===== config.mk =====
export PLATFORM = sky130hd
export DESIGN_NAME = fixdiv_iter_param_flat
export DESIGN_NICKNAME = d
export VERILOG_FILES = /design/src/rtl/fixdiv_iter_param_if.sv /design/src/rtl/fixdiv_iter_param.sv /design/src/flat_wrapper.sv
export SDC_FILE = /design/constraint.sdc
export NUM_CORES = 1
export LEC_CHECK = 0
export ABC_CLOCK_PERIOD_IN_PS = 6550
export CAP_MARGIN = 40
export CORE_MARGIN = 2
export CORE_UTILIZATION = 55
export CTS_CLUSTER_SIZE = 28
export DETAILED_ROUTE_END_ITERATION = 12
export MAX_ROUTING_LAYER = met4
export PLACE_DENSITY = 0.8
export SLEW_MARGIN = 0
export SYNTH_ARGS = -nofsm -noshare
export SYNTH_HDL_FRONTEND = slang
export SYNTH_SLANG_ARGS = --single-unit

===== constraint.sdc =====
create_clock -name systclk -period 6.55 [get_ports systclk]
set_input_delay 1.965 -clock systclk [delete_from_list [all_inputs] [get_ports systclk]]
set_output_delay 1.965 -clock systclk [all_outputs]
set_load 0.03 [all_outputs]

===== src/rtl/fixdiv_iter_param_if.sv =====
// Handshake and operand/result bundle for the iterative fixed-point divider.
// The requester drives operands and start; the divider returns status and the quotient.
interface fixdiv_iter_param_if #(
  parameter int W   = 64,
  parameter int EXT = 16,
  parameter int DPW = 7
);
  logic               start;
  logic [W-1:0]       dividend;
  logic [W-1:0]       divisor;
  logic               sign_dvd;
  logic               sign_dvs;
  logic [DPW-1:0]     dotplace_dvd;
  logic [DPW-1:0]     dotplace_dvs;
  logic               busy;
  logic               done;
  logic [W+EXT-1:0]   result;
  logic               signresult;
  logic [DPW+1:0]     dotplaceresult;
  logic               divzero;

  modport master (
    output start, dividend, divisor, sign_dvd, sign_dvs, dotplace_dvd, dotplace_dvs,
    input  busy, done, result, signresult, dotplaceresult, divzero
  );

  modport slave (
    input  start, dividend, divisor, sign_dvd, sign_dvs, dotplace_dvd, dotplace_dvs,
    output busy, done, result, signresult, dotplaceresult, divzero
  );
endinterface


===== src/rtl/fixdiv_iter_param.sv =====
// Radix-2 restoring sign-magnitude fixed-point divider, one quotient bit per cycle,
// with EXT extra fraction bits, divide-by-zero flag and back-to-back start on the done cycle.
//
// state  | meaning
// S_IDLE | waiting for start
// S_CALC | shifting out one quotient bit per cycle, cnt counts QW-1 down to 0
// S_DONE | done pulse; a start here is accepted exactly as in S_IDLE
module fixdiv_iter_param #(
  parameter int W   = 64,
  parameter int EXT = 16,
  parameter int DPW = 7
) (
  input  logic                 systclk,
  input  logic                 init,
  fixdiv_iter_param_if.slave   bus
);
  localparam int QW = W + EXT;
  localparam int CW = (QW > 1) ? $clog2(QW) : 1;
  localparam logic [DPW+1:0] EXT_DP = (DPW+2)'(EXT);

  typedef enum logic [1:0] {S_IDLE, S_CALC, S_DONE} state_t;

  state_t            state;
  logic [CW-1:0]     cnt;
  logic [W:0]        rem;
  logic [QW-1:0]     quo;
  logic [W-1:0]      dvs_r;
  logic              sgn_r;
  logic [DPW+1:0]    dp_r;

  logic [W+1:0]      rem_sh;
  logic [W+1:0]      diff;
  logic              ge;
  logic [W:0]        rem_nx;
  logic [QW-1:0]     quo_nx;
  logic [DPW+1:0]    dp_in;

  // quo doubles as dividend shifter and quotient accumulator: bits leave at the
  // top into the remainder while new quotient bits enter at the bottom.
  always_comb begin
    rem_sh = {rem, quo[QW-1]};
    diff   = rem_sh - {2'b00, dvs_r};
    ge     = ~diff[W+1];
    rem_nx = ge ? diff[W:0] : rem_sh[W:0];
    quo_nx = {quo[QW-2:0], ge};
    dp_in  = {2'b00, bus.dotplace_dvd} + EXT_DP - {2'b00, bus.dotplace_dvs};
  end

  always_ff @(posedge systclk) begin
    if (!init) begin
      state              <= S_IDLE;
      cnt                <= '0;
      rem                <= '0;
      quo                <= '0;
      dvs_r              <= '0;
      sgn_r              <= 1'b0;
      dp_r               <= '0;
      bus.busy           <= 1'b0;
      bus.done           <= 1'b0;
      bus.result         <= '0;
      bus.signresult     <= 1'b0;
      bus.dotplaceresult <= '0;
      bus.divzero        <= 1'b0;
    end else begin
      bus.done <= 1'b0;
      case (state)
        S_IDLE, S_DONE: begin
          if (bus.start) begin
            if (bus.divisor == '0) begin
              bus.done           <= 1'b1;
              bus.result         <= '1;
              bus.divzero        <= 1'b1;
              bus.signresult     <= bus.sign_dvd ^ bus.sign_dvs;
              bus.dotplaceresult <= dp_in;
              state              <= S_DONE;
            end else begin
              bus.busy <= 1'b1;
              rem      <= '0;
              quo      <= QW'(bus.dividend) << EXT;
              dvs_r    <= bus.divisor;
              sgn_r    <= bus.sign_dvd ^ bus.sign_dvs;
              dp_r     <= dp_in;
              cnt      <= CW'(QW - 1);
              state    <= S_CALC;
            end
          end else begin
            state <= S_IDLE;
          end
        end
        S_CALC: begin
          rem <= rem_nx;
          quo <= quo_nx;
          cnt <= cnt - 1'b1;
          if (cnt == '0) begin
            bus.busy           <= 1'b0;
            bus.done           <= 1'b1;
            bus.result         <= quo_nx;
            bus.signresult     <= sgn_r & (|quo_nx);
            bus.divzero        <= 1'b0;
            bus.dotplaceresult <= dp_r;
            state              <= S_DONE;
          end
        end
        default: state <= S_IDLE;
      endcase
    end
  end
endmodule


===== src/flat_wrapper.sv =====
// flat-port wrapper written by rule: the top's interface ports become plain ports
module fixdiv_iter_param_flat 
#(
  parameter int W   = 64,
  parameter int EXT = 16,
  parameter int DPW = 7
)
  (systclk, init, bus_start, bus_dividend, bus_divisor, bus_sign_dvd, bus_sign_dvs, bus_dotplace_dvd, bus_dotplace_dvs, bus_busy, bus_done, bus_result, bus_signresult, bus_dotplaceresult, bus_divzero);
  fixdiv_iter_param_if #(.W(W), .EXT(EXT), .DPW(DPW)) bus_i ();
  input  logic systclk;
  input  logic init;
  input wire logic [$bits(bus_i.start)-1:0] bus_start;
  input wire logic [$bits(bus_i.dividend)-1:0] bus_dividend;
  input wire logic [$bits(bus_i.divisor)-1:0] bus_divisor;
  input wire logic [$bits(bus_i.sign_dvd)-1:0] bus_sign_dvd;
  input wire logic [$bits(bus_i.sign_dvs)-1:0] bus_sign_dvs;
  input wire logic [$bits(bus_i.dotplace_dvd)-1:0] bus_dotplace_dvd;
  input wire logic [$bits(bus_i.dotplace_dvs)-1:0] bus_dotplace_dvs;
  output wire logic [$bits(bus_i.busy)-1:0] bus_busy;
  output wire logic [$bits(bus_i.done)-1:0] bus_done;
  output wire logic [$bits(bus_i.result)-1:0] bus_result;
  output wire logic [$bits(bus_i.signresult)-1:0] bus_signresult;
  output wire logic [$bits(bus_i.dotplaceresult)-1:0] bus_dotplaceresult;
  output wire logic [$bits(bus_i.divzero)-1:0] bus_divzero;
  assign bus_i.start = bus_start;
  assign bus_i.dividend = bus_dividend;
  assign bus_i.divisor = bus_divisor;
  assign bus_i.sign_dvd = bus_sign_dvd;
  assign bus_i.sign_dvs = bus_sign_dvs;
  assign bus_i.dotplace_dvd = bus_dotplace_dvd;
  assign bus_i.dotplace_dvs = bus_dotplace_dvs;
  assign bus_busy = bus_i.busy;
  assign bus_done = bus_i.done;
  assign bus_result = bus_i.result;
  assign bus_signresult = bus_i.signresult;
  assign bus_dotplaceresult = bus_i.dotplaceresult;
  assign bus_divzero = bus_i.divzero;
  fixdiv_iter_param #(.W(W), .EXT(EXT), .DPW(DPW)) u_core (.systclk(systclk), .init(init), .bus(bus_i));
endmodule

==> out/metrics.yaml <==
synthesis:
  synth_seq_area_share: 0.380
  synth_area_leaders: "dfxtp_1 38%, nand2_1 8.9%, a21oi_1 6.7%, ha_1 5.5%, nor2_1 5.2%"
  avgSynthCellArea_sq_um: 7.53
  ys.flop_type: "dfxtp_1"
  yosysWarnings: 0
  netlist.area_leader.share: 0.380
  synthCells: 2248
  synthesis.area_sq_mm: 0.0169
  ys_ff_latch: 321
  synth-async-reset-ratio: 0
  yosys.area.top_type: "dfxtp_1"
  synth_edf_count: 0
  syn_nets: 2471
  ys_types: 67
floorplan:
  io_pins: 240
  fp.coreArea_sq_mm: 0.0304
  dieWidth_microns: 179
  die_h_microns: 179
  start_util: 0.556
  rows: 64
  fp.dieArea_sq_mm: 0.0322
run:
  maxCapViolCount: 0
setup_path:
  cp.arrival_ps: 5180
  worstSetupPathType: "primary input to register"
  cp_max_fo: 75
  end_kind: "register"
  slowest_delay_ps: 700
  required_ps: 6960
  crit_chain: "clkdlybuf4s50_1 -> nor4_1 -> nand4_1 -> nor4_1 -> buf_4 -> nor3b_2 -> buf_4 -> buf_4 -> buf_16 -> nand2_1 -> o211ai_1 -> o21ai_0 -> nor2_1"
  crit_slowest_cell: "nor4_1"
  cp_common_cell: "buf_4"
  critPathLaunchType: "primary input"
status:
  status: "completed"
cts:
  cts_buffers: 35
  postCtsSetupBuffers: 0
  cts_tree: "yes"
  ctsHoldBuffers: 0
  clk_latency_ps: 530
  clkTransAtPathRegs_ps: 60
  clock_sinks: 321
  clockBufferDepth: 3
  ctsResizeCount: 0
  htree_num_levels: 2
  cts_root_buffer: "clkbuf_16"
detailed_routing:
  postRouteAntennaNets: 0
  drtPass1Iterations: 5
  num_vias: 17000
  drt_iter0_drc: 1820
  viasPerCell: 6.05
  wl_per_cell_microns: 17.8
  routed_wl_microns: 50000
  drc: 0
power_and_ir_drop:
  power_per_cell_area_mw_per_mm2: 471
  ir_drop_mv: 0.364
  power.total_mw: 9.72
  power_leakage_nw: 8.05
sta:
  period_minus_slack_ps: 4770
  max-slew-margin-rel: 0.410
  clock.fmax_ghz: 0.210
  worstMarginPinSlew_ps: 876
  setup_ws_ps: 1780
  slew_viol_final: 0
  fin_tns_setup_ps: 0
  fin_crit_sh: 0.728
  fin_worst_skew_ps: 17.5
  finalHoldViolations: 0
  rsz0062_at_grt: "false"
  setup_viol: 0
final_layout:
  syn2layout_area_growth_pct: 21.9
  final_util: 0.678
  drive_gt1_frac: 0.0381
  final_area_sq_mm: 0.0206
  seqCellArea_sq_mm: 0.00643
  nFillCells: 2535
  multi_input_area_sq_mm: 0.00952
  nets: 2612
grt:
  grt_pass1_vias: 15800
  use_met3: 0.0369
  grt_pass1_wl_microns: 78400
  use_met2: 0.503
  gr-total-overflow: 0
  antenna_found_initial: 4
  busiest_layer: "met2"
  track_usage: 0.308
  met1_usage: 0.390
  grt_max_degree: 105
placement:
  portBuffers: 239
  place_ws_ps: 1210
  place_hpwl_microns: 34800
  gp_congestion: 0.987
  place_area_sq_mm: 0.0195
min_path:
  min_path_type: "register to register"
[metrics by stage]
step | instances | hold slack (ps)
after global placement | 2744 | 442
after floorplan | 2248 | 436
after detailed placement | 2748 | 446
after CTS | 2809 | 454
final | 2814 | 454
after global routing | 2813 | 471
[report_power, final]
group / switching [mW] / total (mW) / internal (mW)
clock: 0.828 / 1.98 / 1.15
combinational: 3.16 / 5.27 / 2.12
sequential: 0.236 / 2.47 / 2.24
total: 4.22 / 9.72 / 5.50
[cell usage in the layout (no fill, tap or decap), drive strengths merged, types with 21 or more instances in the layout]
master         netlist  final
o21ai              141    141
nor4                41     41
a22oi               47     47
clkbuf             127     45
xnor2               37     37
nand3               28     28
a311oi              66     66
nand4               23     23
nor3                94     94
nor2               234    234
inv                100    101
buf                 28     21
dfxtp              321    321
clkdlybuf4s50        0    238
nand2              401    401
a21oi              226    226
ha                  74     74
xor2                28     28
a21o                39     39
[area by class of cell]
cell class,count,area share
Inverter,100,0.0184
Antenna cell,5,0.000607
Multi-Input combinational cell,1672,0.461
Tap cell,396,0.0240
Timing Repair Buffer,259,0.128
Clock buffer,45,0.0457
Sequential cell,321,0.312
Clock inverter,16,0.0101
[sequential cells by signal, summed over array words and instances, names as in the netlist, 2 cells and up]
register / cells
u_core.dvs_r: 64
u_core.bus.dotplaceresult: 9
u_core.state: 2
u_core.cnt: 7
u_core.quo: 80
u_core.dp_r: 9
u_core.bus.result: 80
u_core.rem: 65
[metal layers]
metal | share of wire | vias up
met5 | 0 | -
met4 | 0.038 | 0
met3 | 0.056 | 118
met2 | 0.48 | 594
met1 | 0.43 | 8087
li1 | - | 8212
[synthesized netlist by cell type, types with 8 or more instances]
library cell	instances
a21boi_0	10
buf_2	14
a31oi_1	11
a21o_1	39
nand2b_1	8
ha_1	74
o21a_1	8
dfxtp_1	321
o21bai_1	15
o21ai_0	135
inv_1	100
a22oi_1	47
nand2_1	401
and3_1	13
a222oi_1	11
a211oi_1	15
nor2b_1	10
nor3_1	94
a21oi_1	225
clkbuf_1	127
buf_1	9
a311oi_1	66
xnor2_1	37
o211ai_1	13
nand4_1	23
xor2_1	28
nor4_1	41
nor2_1	234
nand3_1	28
and2_1	9
[critical path: cells and delay by family]
| family | cells | cell delay (ps) |
|---|---|---|
| AOI/OAI and AO/OA | 2 | 180 |
| buffers and inverters | 5 | 1420 |
| and+or+nand+nor | 6 | 1580 |
[path summary, 6_finish.rpt]
path	from	slack, ps	end	depth (start not counted)
max	bus_divisor[19]	1780	u_core.quo[79]	13
min	u_core.dvs_r[45]	450	u_core.dvs_r[45]	2
max reg2reg	u_core.dvs_r[1]	2410	u_core.rem[34]	14
min reg2reg	u_core.dvs_r[45]	450	u_core.dvs_r[45]	2
[cells by family (layout without fill, tap and decap cells)]
group                    after synthesis  after routing  share of synthesized area
AO/OA/AOI/OAI                        638            638                      0.238
AND/OR/NAND/NOR                      887            887                      0.229
adder cells (fa/ha/maj)               76             76                     0.0571
multiplexers                           6              6                    0.00355
flip-flops                           321            321                      0.380
other                                  0              5                          0
buffers and inverters                255            420                     0.0596
XOR/XNOR                              65             65                     0.0336
Power figures use the tool's default switching activity.
==> edit 1: new RTL, config.mk and constraints unchanged <==
`DPW` is set to 7 in 3 places; all go to 8.
--- a/src/rtl/fixdiv_iter_param_if.sv
+++ b/src/rtl/fixdiv_iter_param_if.sv
@@ -3,7 +3,7 @@
 interface fixdiv_iter_param_if #(
   parameter int W   = 64,
   parameter int EXT = 16,
-  parameter int DPW = 7
+  parameter int DPW = 8
 );
   logic               start;
   logic [W-1:0]       dividend;
--- a/src/rtl/fixdiv_iter_param.sv
+++ b/src/rtl/fixdiv_iter_param.sv
@@ -8,7 +8,7 @@
 module fixdiv_iter_param #(
   parameter int W   = 64,
   parameter int EXT = 16,
-  parameter int DPW = 7
+  parameter int DPW = 8
 ) (
   input  logic                 systclk,
   input  logic                 init,
--- a/src/flat_wrapper.sv
+++ b/src/flat_wrapper.sv
@@ -3,7 +3,7 @@
 #(
   parameter int W   = 64,
   parameter int EXT = 16,
-  parameter int DPW = 7
+  parameter int DPW = 8
 )
   (systclk, init, bus_start, bus_dividend, bus_divisor, bus_sign_dvd, bus_sign_dvs, bus_dotplace_dvd, bus_dotplace_dvs, bus_busy, bus_done, bus_result, bus_signresult, bus_dotplaceresult, bus_divzero);
   fixdiv_iter_param_if #(.W(W), .EXT(EXT), .DPW(DPW)) bus_i ();
Interface: changed (resized bus_dotplace_dvd, bus_dotplace_dvs and bus_dotplaceresult); port bits go from 240 to 243. The function was not compared with the original's and may differ.
==> edit 1 against the original RTL <==
Synthesized area up 3.0%; critical endpoint is now u_core.rem[21]; wire length up 4.6%; highest routed layer unchanged; cell area up 2.8%; global-route usage up 0.85 points; non-clock buffer count up 6; worst setup slack worse by 590 ps; sequential cell count up 2.
Power is not compared: it rests on default switching activity, and its combinational part moved more than twofold at a synthesized area within 25%.
==> edit 1: results <==
outcome:
  outcome: "completed"
layout:
  drive_above_1_share_pct: 3.91
  largest_registers: "u_core.bus.result (80), u_core.quo (80), u_core.rem (65)"
  nNetsFinal: 2657
clock_network:
  clk_pin_slew_ps: 50
  h-tree-depth: 2
  cts.path.max_buffers: 3
  ctsResizeCount: 0
  root_buffer: "clkbuf_16"
  numCtsBuffers: 36
critical_path:
  crit_start: "bus_divisor[1]"
  worstPathMaxFanout: 15
  reg2reg_slack_ps: 2120
  r2r_end: "u_core.rem[21]"
  crit_arrival_ps: 5780
  crit-reg2reg-launch: "u_core.dvs_r[1]"
  rr_worst_depth: 15
  critPathMaxStageDelay_ps: 730
  slowest_stage: "nor4_1"
worst_hold_path:
  worst_hold_path.endpoint: "u_core.dvs_r[3]"
  worstHoldStart: "u_core.dvs_r[3]"
  holdPathStages: 2
  hold_class: "reg -> reg"
synthesis:
  synth_flop_cell: "dfxtp_1"
  ys_seq_area_share_pct: 37.1
  synth_fp_nets: 2516
  yosysWarnings: 0
  synth.area.top_cells: "dfxtp_1 (37%), nand2_1 (9.1%), ha_1 (5.4%), o21ai_0 (4.7%), a21boi_0 (4.4%)"
  synth_cells: 2290
  synth_cell_types: 68
  yosys-top-cells-count: "nand2_1 (422), dfxtp_1 (323), o21ai_0 (165)"
routing:
  dr.pass1.iters: 7
  num_vias: 17100
  routed_wl_um: 52300
  wire_per_inst_um: 18.3
  drt-initial-drc-count: 1581
placed_design:
  port_buffers: 242
  pre_cts_ws_ps: 903
  dp.cells: 2794
  hpwlAfterDp_um: 36100
  postPlaceCellArea_um2: 20000
  place_congestion: 0.973
power:
  p_leak_nw: 8.17
grt:
  grt_start_max_net_pins: 232
  grt_use_total_pct: 31.7
  grt_pass1_vias: 16400
  grt_first_pass_wirelength_um: 83600
  antenna_found_initial: 3
timing:
  fin_setup_tns_ps: 0
  tightest_slew_ps: 952
  skew_ps: 18.7
  hold_ws_ps: 462
## edit 1: layout make-up
| type | instances | area, um2 |
|---|---|---|
| Timing Repair Buffer | 265 | 2660 |
| Tap cell | 402 | 503 |
| Fill cell | 2654 | 10200 |
| Antenna cell | 3 | 7.51 |
| Clock buffer | 55 | 1060 |
| Clock inverter | 8 | 133 |
| Inverter | 94 | 353 |
| Sequential cell | 323 | 6470 |
| Multi-Input combinational cell | 1711 | 10000 |
## edit 1: per-layer routing
layer / routed length (um) / up-vias / GRT usage, % / part of all wire [%]
met5: 0 / - / - / 0
met4: 2040 / 0 / 12.6 / 3.9
met3: 4090 / 126 / 6.30 / 7.8
met2: 23400 / 578 / 48.8 / 45
met1: 22700 / 8078 / 40.9 / 43
li1: - / 8299 / - / -
## edit 1: critical path: cells and delay by family
family	cells	cell delay, ps
buffers and inverters	3	1130
AOI/OAI and AO/OA	1	220
and+or+nand+nor	7	2460
## edit 1: logic make-up after synthesis
kind of cell	Yosys count	share of synthesized area (%)
and+or+nand+nor	946	25.1
AOI/OAI and AO/OA	605	22.1
DFF	323	37.1
buffers and inverters	256	5.76
adders and majority gates	77	5.61
xor gates and xnor gates	69	3.47
muxes	14	0.811
## edit 1: how the worst max path moves through the flow
stage / endpoint / slack, ps / depth (start not counted)
after floorplan: u_core.rem[34] / 2490 / 10
final: u_core.rem[21] / 1190 / 11
after CTS: u_core.rem[21] / 1390 / 11
after global routing: u_core.rem[21] / 1160 / 11
after detailed placement: u_core.rem[19] / 900 / 11
after global placement: u_core.rem[19] / 760 / 11
## edit 1: report_power, final
group / switching (mW) / leakage, nW / internal [mW] / total (mW)
Combinational: 1.35 / 4.94 / 0.888 / 2.24
Sequential: 0.141 / 2.64 / 2.14 / 2.28
Clock: 0.827 / 0.583 / 1.24 / 2.07
==> edit 2: new RTL, config.mk and constraints unchanged <==
Without the edit above. Register the input `init` before use. The logic sees it one clock later. The other inputs are not delayed to match.
--- a/src/rtl/fixdiv_iter_param.sv
+++ b/src/rtl/fixdiv_iter_param.sv
@@ -19,6 +19,12 @@
   localparam logic [DPW+1:0] EXT_DP = (DPW+2)'(EXT);
 
   typedef enum logic [1:0] {S_IDLE, S_CALC, S_DONE} state_t;
+
+  logic init_q;
+
+  always_ff @(posedge systclk) begin
+    init_q <= init;
+  end
 
   state_t            state;
   logic [CW-1:0]     cnt;
@@ -47,7 +53,7 @@
   end
 
   always_ff @(posedge systclk) begin
-    if (!init) begin
+    if (!init_q) begin
       state              <= S_IDLE;
       cnt                <= '0;
       rem                <= '0;
Formal check against the unedited RTL: not equivalent (a bounded check fails within 4 cycles, from zero or initial values).
==> edit 2 against the original RTL <==
Via count is 2.1% higher; critical path depth fell by 4; wire length up 4.7%; cell area rose by 1.6%; worst setup slack gained 5.5 ps; final cell count increased by 0.60%; register-to-register slack lost 240 ps; global-route usage rose by 1.1 points; worst hold slack worse by 0.71 ps; synthesized area up 1.0%; total power grew 5.8%; sequential cell count rose by 1; combinational power up 7.6%; critical path type unchanged; largest power group unchanged.
==> edit 2: results <==
synthesis:
  yosys-top-cells-count: "nand2_1 (382), dfxtp_1 (322), a21oi_1 (217)"
  synth-compound-area-share_pct: 22.5
  synth_adder_area_share_pct: 5.65
  synth_xor_area_share_pct: 3.38
  muxShareOfSynthArea_pct: 0.586
  synth_cell_types: 76
  synth_fp_nets: 2494
  ys_seq_area_share_pct: 37.7
  synth.area.top_cells: "dfxtp_1 (38%), nand2_1 (8.4%), a21oi_1 (6.4%), ha_1 (5.4%), nor3_1 (5.3%)"
grt:
  grt_use_total_pct: 31.9
  grt_start_max_net_pins: 143
  antenna_found_initial: 2
  grt_first_pass_wirelength_um: 84500
layout:
  nNetsFinal: 2628
  num-fill-cells: 2597
  drive_above_1_share_pct: 4.97
timing:
  skew_ps: 18.0
  tightest_slew_ps: 904
placed_design:
  place_congestion: 0.942
  hpwlAfterDp_um: 36400
  postPlaceCellArea_um2: 19700
power:
  p_leak_nw: 7.96
  ir_drop_mv: 0.400
outcome:
  outcome: "completed"
clock_network:
  numCtsBuffers: 37
routing:
  routed_wl_um: 52300
  wl_met3_um: 3630
  met1Wirelength_um: 22900
  wl_met2_um: 24300
  drt-initial-drc-count: 1502
critical_path:
  worstPathMaxFanout: 17
edit 2: final timing paths:
path / start / end / slack, ps / cells past startpoint
max: bus_divisor[7] / u_core.bus.result[32] / 1780 / 9
min: u_core.dvs_r[10] / u_core.dvs_r[10] / 450 / 2
max reg2reg: u_core.dvs_r[40] / u_core.rem[54] / 2170 / 11
min reg2reg: u_core.dvs_r[10] / u_core.dvs_r[10] / 450 / 2
edit 2: layout make-up:
type                       instances  area (um2)  share of cell area, %
tap                              396         495                   2.36
multi-input combinational       1681        9640                   46.0
inverter                          94         358                   1.71
timing repair buffer             269        2740                   13.1
clock buffer                      47        1020                   4.89
sequential                       322        6450                   30.8
clock inverter                    20         250                   1.19
antenna                            2        5.00                 0.0239
edit 2: critical path, cell delays in order:
cell and delay (ps):
clkdlybuf4s50_1 440, nor4_1 750, nand4_1 290, nor4_1 450, buf_4 230, o22a_2 440
buf_4 310, nor2_1 80, nor3_1 230
edit 2: through the flow:
stage	worst slack, ps	instances
after floorplan	2510	2271
after global placement	1180	2759
after detailed placement	1390	2762
after CTS	1890	2829
after global routing	1750	2831
final	1780	2831
edit 2: power breakdown:
group	switching (mW)	internal [mW]	total, mW
Combinational	3.51	2.16	5.67
Sequential	0.228	2.24	2.46
Clock	0.848	1.31	2.16
Total	4.58	5.71	10.3
edit 2: per-layer routing:
layer	vias to the layer above	GRT usage [%]
met5	-	-
met4	0	10.2
met3	118	3.90
met2	679	50.9
met1	8221	42.3
li1	8353	-
edit 2: cell families (layout without fill, tap and decap cells):
group / count (synthesis) / count (layout)
muxes: 10 / 10
DFF: 322 / 322
xor gates and xnor gates: 66 / 66
other: 0 / 2
and+or+nand+nor: 904 / 904
AOI/OAI and AO/OA: 625 / 625
adders and majority gates: 76 / 76
buffers and inverters: 268 / 430
